$ cat src/rtl/uart_wb_arbiter_if.sv
// Requester-side and uart-side wishbone signals of the two-port uart register arbiter.
// The arbiter connects through the slave modport; requesters and the uart use master.
interface uart_wb_arbiter_if;
  logic [1:0]  m_stb;
  logic [1:0]  m_we;
  logic [3:0]  m_addr;
  logic [15:0] m_wdata;
  logic [7:0]  m_rdata;
  logic [1:0]  m_ack;
  logic [1:0]  m_err;
  logic [1:0]  wb_addr;
  logic [7:0]  wb_data_in;
  logic [7:0]  wb_data_out;
  logic        wb_we;
  logic        wb_stb;
  logic        wb_ack;
  logic [1:0]  grant;

  modport slave (
    input  m_stb, m_we, m_addr, m_wdata, wb_data_out, wb_ack,
    output m_rdata, m_ack, m_err, wb_addr, wb_data_in, wb_we, wb_stb, grant
  );

  modport master (
    output m_stb, m_we, m_addr, m_wdata, wb_data_out, wb_ack,
    input  m_rdata, m_ack, m_err, wb_addr, wb_data_in, wb_we, wb_stb, grant
  );
endinterface

$ cat src/rtl/uart_wb_arbiter.sv
// Round-robin arbiter sharing the uart wishbone register port between two requesters,
// one transaction in flight, with a per-transaction timeout against a hung slave.
module uart_wb_arbiter #(
  parameter int unsigned TIMEOUT = 64,
  parameter int unsigned CW      = 7
) (
  input logic              clk,
  input logic              reset,
  uart_wb_arbiter_if.slave bus
);

  typedef enum logic [1:0] {IDLE, BUSY, DONE} state_t;

  state_t          state, state_n;
  logic            last_grant, last_grant_n;
  logic [CW-1:0]   count, count_n;
  logic [7:0]      rdata, rdata_n;
  logic [1:0]      ack, ack_n;
  logic [1:0]      err, err_n;
  logic [1:0]      addr, addr_n;
  logic [7:0]      wdata, wdata_n;
  logic            we, we_n;
  logic            stb, stb_n;
  logic [1:0]      grant, grant_n;
  logic            win;

  always_ff @(posedge clk or posedge reset) begin
    if (reset) begin
      state      <= IDLE;
      last_grant <= 1'b1;
      count      <= '0;
      rdata      <= '0;
      ack        <= '0;
      err        <= '0;
      addr       <= '0;
      wdata      <= '0;
      we         <= 1'b0;
      stb        <= 1'b0;
      grant      <= '0;
    end else begin
      state      <= state_n;
      last_grant <= last_grant_n;
      count      <= count_n;
      rdata      <= rdata_n;
      ack        <= ack_n;
      err        <= err_n;
      addr       <= addr_n;
      wdata      <= wdata_n;
      we         <= we_n;
      stb        <= stb_n;
      grant      <= grant_n;
    end
  end

  always_comb begin
    state_n      = state;
    last_grant_n = last_grant;
    count_n      = count;
    rdata_n      = rdata;
    ack_n        = '0;
    err_n        = '0;
    addr_n       = addr;
    wdata_n      = wdata;
    we_n         = we;
    stb_n        = stb;
    grant_n      = grant;
    win          = 1'b0;
    case (state)
      IDLE: begin
        if (|bus.m_stb) begin
          // On a tie the requester that did not win last time takes the port.
          win          = (&bus.m_stb) ? ~last_grant : bus.m_stb[1];
          addr_n       = win ? bus.m_addr[3:2]   : bus.m_addr[1:0];
          wdata_n      = win ? bus.m_wdata[15:8] : bus.m_wdata[7:0];
          we_n         = bus.m_we[win];
          stb_n        = 1'b1;
          grant_n      = win ? 2'b10 : 2'b01;
          last_grant_n = win;
          count_n      = '0;
          state_n      = BUSY;
        end
      end
      BUSY: begin
        count_n = count + 1'b1;
        if (bus.wb_ack) begin
          rdata_n = bus.wb_data_out;
          ack_n   = grant;
          stb_n   = 1'b0;
          state_n = DONE;
        end else if (count == CW'(TIMEOUT - 1)) begin
          rdata_n = '0;
          ack_n   = grant;
          err_n   = grant;
          stb_n   = 1'b0;
          state_n = DONE;
        end
      end
      DONE: begin
        grant_n = '0;
        state_n = IDLE;
      end
      default: state_n = IDLE;
    endcase
  end

  assign bus.m_rdata    = rdata;
  assign bus.m_ack      = ack;
  assign bus.m_err      = err;
  assign bus.wb_addr    = addr;
  assign bus.wb_data_in = wdata;
  assign bus.wb_we      = we;
  assign bus.wb_stb     = stb;
  assign bus.grant      = grant;

endmodule
$ cat src/flat_wrapper.sv
// flat-port wrapper written by rule: the top's interface ports become plain ports
module uart_wb_arbiter_flat 
#(
  parameter int unsigned TIMEOUT = 64,
  parameter int unsigned CW      = 7
)
  (clk, reset, bus_m_stb, bus_m_we, bus_m_addr, bus_m_wdata, bus_wb_data_out, bus_wb_ack, bus_m_rdata, bus_m_ack, bus_m_err, bus_wb_addr, bus_wb_data_in, bus_wb_we, bus_wb_stb, bus_grant);
  uart_wb_arbiter_if bus_i ();
  input logic clk;
  input logic reset;
  input wire logic [$bits(bus_i.m_stb)-1:0] bus_m_stb;
  input wire logic [$bits(bus_i.m_we)-1:0] bus_m_we;
  input wire logic [$bits(bus_i.m_addr)-1:0] bus_m_addr;
  input wire logic [$bits(bus_i.m_wdata)-1:0] bus_m_wdata;
  input wire logic [$bits(bus_i.wb_data_out)-1:0] bus_wb_data_out;
  input wire logic [$bits(bus_i.wb_ack)-1:0] bus_wb_ack;
  output wire logic [$bits(bus_i.m_rdata)-1:0] bus_m_rdata;
  output wire logic [$bits(bus_i.m_ack)-1:0] bus_m_ack;
  output wire logic [$bits(bus_i.m_err)-1:0] bus_m_err;
  output wire logic [$bits(bus_i.wb_addr)-1:0] bus_wb_addr;
  output wire logic [$bits(bus_i.wb_data_in)-1:0] bus_wb_data_in;
  output wire logic [$bits(bus_i.wb_we)-1:0] bus_wb_we;
  output wire logic [$bits(bus_i.wb_stb)-1:0] bus_wb_stb;
  output wire logic [$bits(bus_i.grant)-1:0] bus_grant;
  assign bus_i.m_stb = bus_m_stb;
  assign bus_i.m_we = bus_m_we;
  assign bus_i.m_addr = bus_m_addr;
  assign bus_i.m_wdata = bus_m_wdata;
  assign bus_i.wb_data_out = bus_wb_data_out;
  assign bus_i.wb_ack = bus_wb_ack;
  assign bus_m_rdata = bus_i.m_rdata;
  assign bus_m_ack = bus_i.m_ack;
  assign bus_m_err = bus_i.m_err;
  assign bus_wb_addr = bus_i.wb_addr;
  assign bus_wb_data_in = bus_i.wb_data_in;
  assign bus_wb_we = bus_i.wb_we;
  assign bus_wb_stb = bus_i.wb_stb;
  assign bus_grant = bus_i.grant;
  uart_wb_arbiter #(.TIMEOUT(TIMEOUT), .CW(CW)) u_core (.clk(clk), .reset(reset), .bus(bus_i));
endmodule
$ cat config.mk
export PLATFORM = sky130hd
export DESIGN_NAME = uart_wb_arbiter_flat
export DESIGN_NICKNAME = d
export VERILOG_FILES = /design/src/rtl/uart_wb_arbiter_if.sv /design/src/rtl/uart_wb_arbiter.sv /design/src/flat_wrapper.sv
export SDC_FILE = /design/constraint.sdc
export NUM_CORES = 1
export LEC_CHECK = 0
export BUFFER_PORTS_ARGS = -buffer_cell sky130_fd_sc_hd__buf_2
export CORE_ASPECT_RATIO = 0.5
export CORE_UTILIZATION = 44
export DETAILED_ROUTE_END_ITERATION = 10
export PLACE_DENSITY = 0.76
export RECOVER_POWER = 100
export SKIP_CTS_REPAIR_TIMING = 1
export SYNTH_ARGS = -nofsm -noshare
export SYNTH_HDL_FRONTEND = slang
export SYNTH_SLANG_ARGS = --single-unit
$ cat constraint.sdc
create_clock -name clk -period 1.46 [get_ports clk]
set_clock_uncertainty 0.05 [all_clocks]
set_input_delay 0.073 -clock clk [delete_from_list [all_inputs] [get_ports clk]]
set_output_delay 0.073 -clock clk [all_outputs]
set_load 0.01 [all_outputs]
After elaboration in Yosys (flattened, before gate mapping)
Index checks and enable logic that the tools add are counted.
{"block": "totals", "register_bits": 36, "in_bits": 35}
{"block": "classes", "bitwise_logic": 1, "n_addsub": 1, "n_reduce_logical": 12, "n_mux": 25, "magnitude_cmp": 1, "eq_ne": 5}
{"operator": "$mux W8", "count": 3}
{"operator": "$mux W2", "count": 11}
{"operator": "$pmux W7 S2", "count": 1}
{"operator": "$reduce_and A2 Y1", "count": 6}
{"operator": "$pmux W2 S2", "count": 2}
{"operator": "$add A7 B1 Y7 const B", "count": 1}
{"operator": "$eq A7 B6 Y1 const B", "count": 1}
{"operator": "$mux W7", "count": 1}
{"operator": "$mux W1", "count": 6}
{"operator": "$reduce_bool A2 Y1", "count": 3}
{"operator": "$ne A3 B2 Y1 const B", "count": 1}
{"operator": "$reduce_and A3 Y1", "count": 1}
{"operator": "$eq A2 B1 Y1 const B", "count": 1}
{"operator": "$eq A2 B2 Y1 const B", "count": 1}
{"operator": "$logic_not A2 Y1", "count": 1}
{"operator": "$lt A1 B2 Y1 const B", "count": 1}
{"operator": "$ne A2 B1 Y1 const B", "count": 1}
{"operator": "$pmux W1 S2", "count": 1}
{"operator": "$reduce_or A2 Y1", "count": 1}
{"operator": "$not A1 Y1", "count": 1}

Logic depth before layout (Yosys ltp)
Gate-level depths: netlist (run 1).
{"block": "logic_depth", "depth_word": 5, "depth_mapped": 5, "mapped_depth_nobuf": 4}

Worst setup path after synthesis (run 1)
Ideal clock, no wire load.
{"block": "synth_timing", "path_kind": "flip-flop to flip-flop", "from": "register u_core.state[0]", "to": "register u_core.addr[0], in the netlist u_core.bus.wb_addr[0]", "n_path_buf": 2, "arrival_time_ns": 1.372, "path_stages_with_launch": 6, "synth_period_minus_slack_ns": 1.547, "setup_slack_ns": -0.087, "cell_sequence": "dfrtp_1 buf_6 or2_1 buf_2 nor2_4 mux2_2"}
{"block": "synth_between", "elab_chain_len": 2}
{"element": "start: declaration", "line": "uart_wb_arbiter.sv:14", "text": "state_t state, state_n;"}
{"element": "start signal: assignment", "line": "uart_wb_arbiter.sv:41", "text": "state <= state_n;"}
{"element": "$logic_not A2 Y1", "line": "uart_wb_arbiter.sv:68", "text": "case (state)"}
{"element": "$reduce_and A2 Y1 (no line)"}
{"element": "end signal: assignment", "line": "uart_wb_arbiter.sv:47", "text": "addr <= addr_n;"}
{"element": "end: declaration", "line": "uart_wb_arbiter.sv:20", "text": "logic [1:0] addr, addr_n;"}
Every way passes these cells.
A chain may end at the register's enable or synchronous reset.

Worst setup path in the final report (run 1)
{"block": "layout_timing", "from": "register u_core.state[0]", "to": "register u_core.wdata[4], in the netlist u_core.bus.wb_data_in[4]"}
{"block": "layout_between", "elab_chain_len": 2}
{"element": "$logic_not A2 Y1", "line": "uart_wb_arbiter.sv:68"}
{"element": "$reduce_and A2 Y1 (no line)"}
{"element": "end signal: assignment", "line": "uart_wb_arbiter.sv:48", "text": "wdata <= wdata_n;"}
{"element": "end: declaration", "line": "uart_wb_arbiter.sv:21", "text": "logic [7:0] wdata, wdata_n;"}
Every way passes these cells.

==> impl_metrics.toml, run 1 <==
[clocking]
cts_htree_levels = 2
cts.root.buffer_cell = "sky130_fd_sc_hd__clkbuf_8"
clkLatencyLatePin_ns = 0.28
numClockSinks = 36
clk_transition_reported_paths_ns = 0.07
cts-buffers-inserted = 5
tritoncts = "done"
max_clock_buf_depth = 2

[pwr]
pwr_density_cell_mw_per_mm2 = 1860
finalPower_mw = 4.51
static-leakage-power_nw = 1.16
worst_ir_drop_vdd_v = 0.000960

[placement]
finalWeightedCongestion = 0.765
detailedPlacementHpwl_um = 2530
quantity_of_i_o_buffers_inserted_on_ports = 60

[timing]
timing.final.crit_period_ns = 1.47
rsz0062_at_grt = "true"
hold_slack_ns = 0.0208
worst_pin_slew_ns = 0.857
maxClockFrequency_mhz = 678
final_critical_path_setup_slack_ns = -0.0140
slew-limit-headroom_pct = 42.9
final_setup_violation_count = 1
hold_violations = 0
slew_violations = 0
post-route-period-util_pct = 101

[logic_synthesis]
combinational_family_with_the_most_area_after_synthesis = "compound AO/OA/AOI/OAI gates"
simple_gate_area_share_of_the_yosys_netlist_pct = 14.6
synth_largest_area_cell = "sky130_fd_sc_hd__dfrtp_1"
postSynthRegisterBits = 36
syn_avg_cell_area_um2 = 11.9
synth_adder_area_share_pct = 0.752
portion_of_the_post_synthesis_area_used_by_sequential_elements_pct = 54.3
synth.area.mux_share_pct = 8.88
postSynthCellCount = 140
synth.most_common_cell = "sky130_fd_sc_hd__dfrtp_1"
yosysUniqueCellTypes = 40
netlist_area_mm2 = 0.00166
synth_top_area_share_pct = 52.7
dominantRegCellSynth = "sky130_fd_sc_hd__dfrtp_1"
synth-xor-area-share_pct = 0.527
post_synth_main_area_contributors = "sky130_fd_sc_hd__dfrtp_1 (53%), sky130_fd_sc_hd__o2bb2ai_1 (4.2%), sky130_fd_sc_hd__mux2_2 (4.1%), sky130_fd_sc_hd__a221o_1 (3.6%), sky130_fd_sc_hd__mux2_4 (3.6%)"
synth_commonest_cells = "sky130_fd_sc_hd__dfrtp_1 (35), sky130_fd_sc_hd__nand2_1 (14), sky130_fd_sc_hd__o2bb2ai_1 (8)"
synth_async_sr_flop_share_pct = 100
yosysWarnings = 0
mappedNetlistNets = 176
synth_edf_count = 0
synth-compound-area-share_pct = 16.9

[critical_path]
path_cells = "or2_4 > buf_4 > nor3_4 > a221o_1"
reg2regPathDepth = 4
worst-path-max-fanout = 6
worst_setup_path_startpoint = "u_core.state[0]$_DFFE_PP0P_"
cp.depth = 4
kind_of_critical_path = "register to register"
crit_slowest_cell = "sky130_fd_sc_hd__dfrtp_1"
timing.critical_path.max_delay_family = "simple AND/OR/NAND/NOR gates"
timing.critical_path.required_ns = 1.62
worst_path_largest_cell_delay_ns = 0.42
worstReg2RegStart = "u_core.state[0]$_DFFE_PP0P_"
timing.critical_path.from_type = "register"
crit_arrival_ns = 1.64
worst_setup_path_end_kind = "register"
cp_num_buf_inv = 1

[worst_hold_path]
whs_path_depth = 2
hp-class = "primary input to register"
min_from = "bus_wb_ack"

[finish]
drive_gt1_share_pct = 36.2
diodes = 0
area_delta_synth_final_pct = 46.0
final_net_count = 270

[drt]
drc_violations = 0
viasPerCell = 5.15
wl_per_cell_um = 14.7
detail_route.wirelength_um = 4210
routed-via-count = 1472
drt_first_pass_iters = 4
detailedRoute.firstIterationViolations = 44
antenna_violating_nets_post_route = 0

[global_route]
grt_overflow = 0
grt_first_pass_wirelength_um = 5840
grt_use_total_pct = 19.8
first_global_vias = 1341
grt_start_max_net_pins = 37
antenna_found_initial = 0

[run_status]
violated_checks = "negative setup slack"
outcome = "finished, violations left"

[die]
placeableCoreArea_mm2 = 0.00353
chipHeight_um = 45.5
design.die.area_mm2 = 0.00404
floorplan.die.width_um = 88.9
num_rows = 15
pin_count = 61
floorplan.initialDensity_pct = 47.1

[flow_run]
max_cap_violations = 0
-- per-layer routing --
layer | track usage [%] | routed length, um | up-vias
met3 | 5.62 | 298 | 8
met2 | 34.2 | 2000 | 66
met5 | 0 | 0 | -
met4 | 6.98 | 70 | 0
met1 | 24.4 | 1840 | 700
li1 | - | - | 698
-- per-stage QoR --
step | utilization (%) | cells | setup slack, ns | TNS [ns] | instance area (um^2)
6_report | 68.8 | 286 | -0.0140 | -0.0140 | 2430
5_1_grt | 68.8 | 286 | -0.0684 | -1.21 | 2430
4_1_cts | 63.6 | 268 | -0.0346 | -0.143 | 2240
3_5_place_dp | 60.0 | 260 | -0.0175 | -0.0485 | 2120
3_3_place_gp | 60.0 | 260 | 0.0371 | 0 | 2120
2_1_floorplan | - | 140 | -0.0235 | -0.117 | 1690
-- state kept, by name, indices dropped and copies added (netlist names) --
register               count
u_core.bus.wb_data_in      8
u_core.bus.m_err           2
u_core.bus.wb_stb          1
u_core.bus.wb_we           1
u_core.bus.m_rdata         8
u_core.last_grant          1
u_core.state               2
u_core.count               7
u_core.bus.m_ack           2
u_core.bus.wb_addr         2
u_core.bus.grant           2
-- worst reg2reg max path, delay by kind of cell, from the launching register on --
family,cells,cell delay [ns]
buf+inv,1,0.15
compound gates,1,0.23
simple gates,2,0.56
flops,1,0.42
-- worst paths after layout --
check                                                  endpoint  slack [ns]
max                        u_core.bus.wb_data_in[4]$_DFFE_PP0P_       -0.01
min in group asynchronous     u_core.bus.m_rdata[6]$_DFFE_PP0P_        0.53
max reg2reg                u_core.bus.wb_data_in[4]$_DFFE_PP0P_       -0.01
max in group asynchronous  u_core.bus.wb_data_in[0]$_DFFE_PP0P_        0.29
min reg2reg                         u_core.count[5]$_DFFE_PP0P_        0.46
min                                 u_core.state[0]$_DFFE_PP0P_        0.02
-- layout make-up --
| type | instances | area (um^2) |
|---|---|---|
| fillers | 267 | 1100 |
| repair buffers | 94 | 557 |
| clock inverters | 1 | 30.0 |
| multi-input cells | 91 | 756 |
| inverters | 6 | 22.5 |
| clock buffers | 7 | 96.3 |
| flip-flops and latches | 36 | 902 |
| well taps | 51 | 63.8 |
-- report_power, final --
part           switching [mW]  leakage (nW)  internal, mW
combinational           0.991         0.648         0.901
clock                   0.335        0.0645         0.602
sequential              0.276         0.451          1.40
total                    1.60          1.16          2.91
-- cell usage in the layout (no fill, tap or decap), drive strengths merged --
master,instances
and2,2
nor2,6
nand2,14
dlygate4sd3,15
nand3,1
o21ai,8
and3,6
nand2b,4
bufinv,1
a31o,2
mux2,10
a211oi,1
a221o,6
and4b,1
o2bb2ai,8
buf,49
o22ai,1
nand3b,1
nand4,2
mux2i,2
dfrtp,35
xor2,1
o31ai,1
a22o,1
inv,6
o211ai,2
o21a,2
dfstp,1
nand4b,1
a21boi,1
nor4,1
ha,1
a21oi,1
nor3,2
a32oi,1
clkbuf,37
or2,1
-- kinds of logic after synthesis --
family	Yosys count
buffers and inverters	13
muxes	12
DFF	36
AOI/OAI and AO/OA	35
and+or+nand+nor	42
adders and majority gates	1
xor gates and xnor gates	1
No activity file was read; power rests on OpenSTA's default activity.
==> run 2: changes to the inputs <==
--- a/config.mk
+++ b/config.mk
@@ -9,6 +9,7 @@
 export CORE_ASPECT_RATIO = 0.5
 export CORE_UTILIZATION = 44
 export DETAILED_ROUTE_END_ITERATION = 10
+export GPL_TIMING_DRIVEN = 0
 export PLACE_DENSITY = 0.76
 export RECOVER_POWER = 100
 export SKIP_CTS_REPAIR_TIMING = 1
==> run 2 against run 1 <==
Net effect:
- the run still ends with negative setup slack left
- highest routed layer unchanged
- final area grew 2.1%
- count of clock-buffer cells in the layout shrank 2
- setup slack lost 0.11 ns
- worst hold slack gained 0.036 ns
- critical path depth grew 1
- sequential power is essentially flat
- sequential cell count is the same
- utilization grew 1.5 points
- fmax shrank 7.0%
- sequential share of layout area shrank 0.67 points
- register-to-register slack lost 0.11 ns
==> impl_metrics.toml, run 2 (synthesis gave the netlist of run 1 again) <==
[finish]
diodes = 0
finished_core_util_pct = 70.2
finalNonFillerCells = 287
area_delta_synth_final_pct = 49.1
leading_cell_type_in_the_layout_fill_and_taps_excluded = "sky130_fd_sc_hd__buf_2"
drive_gt1_share_pct = 38.6
final_net_count = 271
final_cell_mix = "sky130_fd_sc_hd__buf_2 (34), sky130_fd_sc_hd__dfrtp_1 (33), sky130_fd_sc_hd__clkbuf_1 (27), sky130_fd_sc_hd__dlygate4sd3_1 (16), sky130_fd_sc_hd__nand2_1 (14)"

[drt]
routed-via-count = 1469
viasPerCell = 5.12
wl_per_cell_um = 14.2
drt_first_pass_iters = 4
antenna_violating_nets_post_route = 0
drc_violations = 0
detailedRoute.firstIterationViolations = 71
detail_route.wirelength_um = 4080

[critical_path]
worst-path-max-fanout = 7
crit_arrival_ns = 1.71
worst_path_largest_cell_delay_ns = 0.38
timing.critical_path.required_ns = 1.59
kind_of_critical_path = "register to register"
cp_num_buf_inv = 2
worst_setup_path_end_kind = "register"
crit_slowest_cell = "sky130_fd_sc_hd__dfrtp_1"
timing.critical_path.from_type = "register"
path_cells = "buf_6 > or2_1 > buf_6 > nor2_4 > mux2_4"
timing.critical_path.max_delay_family = "simple AND/OR/NAND/NOR gates"
cp_common_cell = "sky130_fd_sc_hd__buf_6"

[global_route]
grt_start_max_net_pins = 37
grtUsageMet2_pct = 31.2
first_global_vias = 1183
grt_overflow = 0
grt.busiest_layer = "met2"
grt_use_total_pct = 18.8
grt_use_met3_pct = 5.25
antenna_found_initial = 0
grt_first_pass_wirelength_um = 5510
grt.met1_usage_pct = 24.0

[run_status]
violated_checks = "negative setup slack"
outcome = "finished, violations left"

[timing]
timing.final.crit_period_ns = 1.58
final_critical_path_setup_slack_ns = -0.124
maxClockFrequency_mhz = 631
rsz0062_at_grt = "true"
slew_violations = 0
hold_slack_ns = 0.0568
worst_pin_slew_ns = 0.743
post-route-period-util_pct = 109
final_setup_violation_count = 23
hold_violations = 0
slew-limit-headroom_pct = 50.4

[pwr]
static-leakage-power_nw = 1.17
pwr_density_cell_mw_per_mm2 = 1840
finalPower_mw = 4.56
worst_ir_drop_vdd_v = 0.000969

[placement]
place.detailed.instances = 251
finalWeightedCongestion = 0.734
detailedPlacementHpwl_um = 2440
placement.setup.worst_slack_ns = -0.268
quantity_of_i_o_buffers_inserted_on_ports = 60

[clocking]
max_clock_buf_depth = 2
cts.root.buffer_cell = "sky130_fd_sc_hd__clkbuf_8"
cts-buffers-inserted = 5
clkLatencyLatePin_ns = 0.29
clk_transition_reported_paths_ns = 0.08
numClockSinks = 36
cts_htree_levels = 2
tritoncts = "done"

[die]
num_rows = 15
placeableCoreArea_mm2 = 0.00353
floorplan.die.width_um = 88.9
floorplan.initialDensity_pct = 47.1
design.die.area_mm2 = 0.00404
chipHeight_um = 45.5
pin_count = 61

[worst_hold_path]
hp-class = "primary input to register"

[flow_run]
max_cap_violations = 0
## run 2: per-layer routing
metal  vias to the layer above  routed length, um
li1                        707                  -
met5                         -                  0
met2                        48               1930
met3                         7                165
met4                         0                 48
met1                       707               1940
## run 2: final cells by class
type                       instances  area (um^2)
buffer                             7         65.1
clock buffer                       5         68.8
clock inverter                     3         42.5
fill                             257         1050
inverter                           6         22.5
multi-input combinational         91          791
sequential                        36          905
tap                               51         63.8
timing repair buffer              88          520
## run 2: worst paths after layout
| path | startpoint | to | slack (ns) | cells after the start |
|---|---|---|---|---|
| setup / recovery | u_core.state[0]$_DFFE_PP0P_ | u_core.bus.wb_addr[1]$_DFFE_PP0P_ | -0.12 | 5 |
| hold / removal | bus_m_wdata[10] | u_core.bus.wb_data_in[2]$_DFFE_PP0P_ | 0.06 | 3 |
| setup reg to reg | u_core.state[0]$_DFFE_PP0P_ | u_core.bus.wb_addr[1]$_DFFE_PP0P_ | -0.12 | 5 |
| hold reg to reg | u_core.count[6]$_DFFE_PP0P_ | u_core.state[1]$_DFFE_PP0P_ | 0.45 | 1 |
| max in group asynchronous | reset | u_core.state[1]$_DFFE_PP0P_ | 0.45 | 3 |
| min in group asynchronous | reset | u_core.bus.m_rdata[7]$_DFFE_PP0P_ | 0.39 | 3 |
## run 2: tightest hold or removal path, cell delays in order
cell                      delay (ns)
sky130_fd_sc_hd__buf_2          0.07
sky130_fd_sc_hd__and3_1         0.13
sky130_fd_sc_hd__a221o_1        0.10
## run 2: report_power, final
part	switching, mW	internal (mW)
clock	0.375	0.505
sequential	0.289	1.41
combinational	0.973	1.01
## run 2: stage by stage
stage	area [um^2]	TNS (ns)
5_1_grt	2480	-3.33
3_5_place_dp	2050	-3.48
3_3_place_gp	2050	-2.23
4_1_cts	2160	-3.67
6_report	2480	-1.59
2_1_floorplan	1690	-0.117
==> run 3: changes to the inputs <==
--- a/config.mk
+++ b/config.mk
@@ -10,7 +10,7 @@
 export CORE_UTILIZATION = 44
 export DETAILED_ROUTE_END_ITERATION = 10
 export GPL_TIMING_DRIVEN = 0
-export PLACE_DENSITY = 0.76
+export PLACE_DENSITY = 0.85
 export RECOVER_POWER = 100
 export SKIP_CTS_REPAIR_TIMING = 1
 export SYNTH_ARGS = -nofsm -noshare
==> run 3 against run 2 <==
Net effect:
- the flow still finishes with violations (negative setup slack)
- via count grew 6.6%
- setup slack lost 0.0062 ns
- die area is the same
- final cell count grew 2.1%
- non-clock buffer count grew 6
- largest cell class unchanged
- clock power shrank 1%
- worst hold slack gained 0.032 ns
- register-to-register slack is essentially flat
==> impl_metrics.toml, run 3 (synthesis gave the netlist of run 1 again) <==
[die]
floorplan.die.width_um = 88.9
placeableCoreArea_mm2 = 0.00353
design.die.area_mm2 = 0.00404
chipHeight_um = 45.5
num_rows = 15
pin_count = 61
floorplan.initialDensity_pct = 47.1

[critical_path]
crit_slowest_cell = "sky130_fd_sc_hd__dfrtp_2"
crit-reg2reg-capture = "u_core.bus.wb_addr[1]$_DFFE_PP0P_"
worst-path-max-fanout = 7
reg2reg_slack_ns = -0.13
worst_setup_path_end_kind = "register"
kind_of_critical_path = "register to register"
path_cells = "or2_1 > buf_6 > nor2_4 > mux2_4"
reg2regPathDepth = 4
cp_num_buf_inv = 1
worst_path_largest_cell_delay_ns = 0.47
timing.critical_path.required_ns = 1.58
worstReg2RegStart = "u_core.state[1]$_DFFE_PP0P_"
timing.critical_path.max_delay_family = "simple AND/OR/NAND/NOR gates"
timing.critical_path.from_type = "register"
crit_arrival_ns = 1.71

[drt]
antenna_violating_nets_post_route = 0
detail_route.wirelength_um = 4720
wl_per_cell_um = 16.1
routed-via-count = 1566
detailedRoute.firstIterationViolations = 114
drt_first_pass_iters = 4
drc_violations = 0
viasPerCell = 5.34

[timing]
worst_pin_slew_ns = 0.739
final_critical_path_setup_slack_ns = -0.130
maxClockFrequency_mhz = 629
final_setup_violation_count = 16
slew_violations = 0
timing.final.crit_period_ns = 1.59
hold_violations = 0
rsz0062_at_grt = "true"
hold_slack_ns = 0.0888
post-route-period-util_pct = 109
slew-limit-headroom_pct = 50.6

[global_route]
grt_start_max_net_pins = 37
grt_use_total_pct = 18.5
antenna_found_initial = 0
grt_overflow = 0
grt_first_pass_wirelength_um = 5510
first_global_vias = 1228

[placement]
postPlaceCellArea_mm2 = 0.00205
detailedPlacementHpwl_um = 2580
placement.setup.worst_slack_ns = -0.185
quantity_of_i_o_buffers_inserted_on_ports = 60
finalWeightedCongestion = 0.716
place.detailed.instances = 251

[finish]
multiInputGateArea_um2 = 741
drive_gt1_share_pct = 37.6
final_cell_mix = "sky130_fd_sc_hd__buf_2 (34), sky130_fd_sc_hd__dfrtp_1 (32), sky130_fd_sc_hd__clkbuf_1 (28), sky130_fd_sc_hd__buf_4 (16), sky130_fd_sc_hd__dlygate4sd3_1 (16)"
fillers = 267
final_net_count = 277
area_delta_synth_final_pct = 49.1
leading_cell_type_in_the_layout_fill_and_taps_excluded = "sky130_fd_sc_hd__buf_2"
final_area_mm2 = 0.00248
finalNonFillerCells = 293
ff_latch_area_um2 = 906
diodes = 0

[run_status]
outcome = "finished, violations left"
violated_checks = "negative setup slack"

[flow_run]
max_cap_violations = 0

[clocking]
cts-buffers-inserted = 5
numClockSinks = 36
cts.root.buffer_cell = "sky130_fd_sc_hd__clkbuf_8"
tritoncts = "done"
cts_htree_levels = 2
clk_transition_reported_paths_ns = 0.07
clkLatencyLatePin_ns = 0.29
max_clock_buf_depth = 2

[worst_hold_path]
hp-class = "primary input to register"
whs_path_depth = 3
worstHoldEndpoint = "u_core.bus.wb_data_in[7]$_DFFE_PP0P_"
min_from = "bus_m_wdata[15]"

[pwr]
pwr_density_cell_mw_per_mm2 = 1880
finalPower_mw = 4.65
worst_ir_drop_vdd_v = 0.000679
static-leakage-power_nw = 1.18
[run 3: changes by cell type in the layout (fill, tap and decap cells not counted), sizes merged]
cell,delta
buf,+5
clkbuf,+2
clkinvlp,-1
[run 3: power breakdown]
group          switching [mW]  total, mW  internal [mW]
clock network           0.360      0.867          0.507
registers               0.297       1.71           1.41
logic                    1.04       2.08           1.04
total                    1.69       4.65           2.95
[run 3: worst max-delay path by stage]
stage / from / slack [ns] / depth (start not counted) / end
floorplan: u_core.state[0]$_DFFE_PP0P_ / -0.02 / 5 / u_core.bus.wb_addr[0]$_DFFE_PP0P_
global placement: u_core.count[0]$_DFFE_PP0P_ / -0.15 / 5 / u_core.bus.m_rdata[7]$_DFFE_PP0P_
detailed placement: u_core.count[0]$_DFFE_PP0P_ / -0.18 / 5 / u_core.bus.m_rdata[4]$_DFFE_PP0P_
CTS: u_core.count[0]$_DFFE_PP0P_ / -0.20 / 5 / u_core.bus.m_rdata[4]$_DFFE_PP0P_
global route: u_core.state[0]$_DFFE_PP0P_ / -0.18 / 5 / u_core.bus.wb_data_in[5]$_DFFE_PP0P_
finish: u_core.state[1]$_DFFE_PP0P_ / -0.13 / 4 / u_core.bus.wb_addr[1]$_DFFE_PP0P_
[run 3: area by class of cell]
| cell class | count | area share, % |
|---|---|---|
| tap | 51 | 2.57 |
| inverter | 6 | 0.909 |
| timing repair buffer | 94 | 23.1 |
| multi-input combinational | 91 | 29.9 |
| clock buffer | 6 | 2.93 |
| sequential | 36 | 36.5 |
| clock inverter | 2 | 1.41 |
| buffer | 7 | 2.62 |
[run 3: worst min-delay path, delay by kind of cell]
family          cells  cell delay [ns]
buf+inv             1             0.07
compound gates      1             0.11
simple gates        1             0.13
[run 3: per-stage QoR]
step | setup TNS [ns] | util (%)
finish | -1.43 | 70.2
global route | -2.58 | 70.2
CTS | -3.16 | 61.1
detailed placement | -2.76 | 58.1
global placement | -2.12 | 58.1
floorplan | -0.117 | -
[run 3: layer usage]
metal | track usage (%) | vias to the layer above | part of all wire (%)
met5 | 0 | - | 0
li1 | - | 713 | -
met1 | 23.7 | 771 | 42
met3 | 4.89 | 13 | 5.5
met2 | 31.7 | 69 | 50
met4 | 5.40 | 0 | 2.7
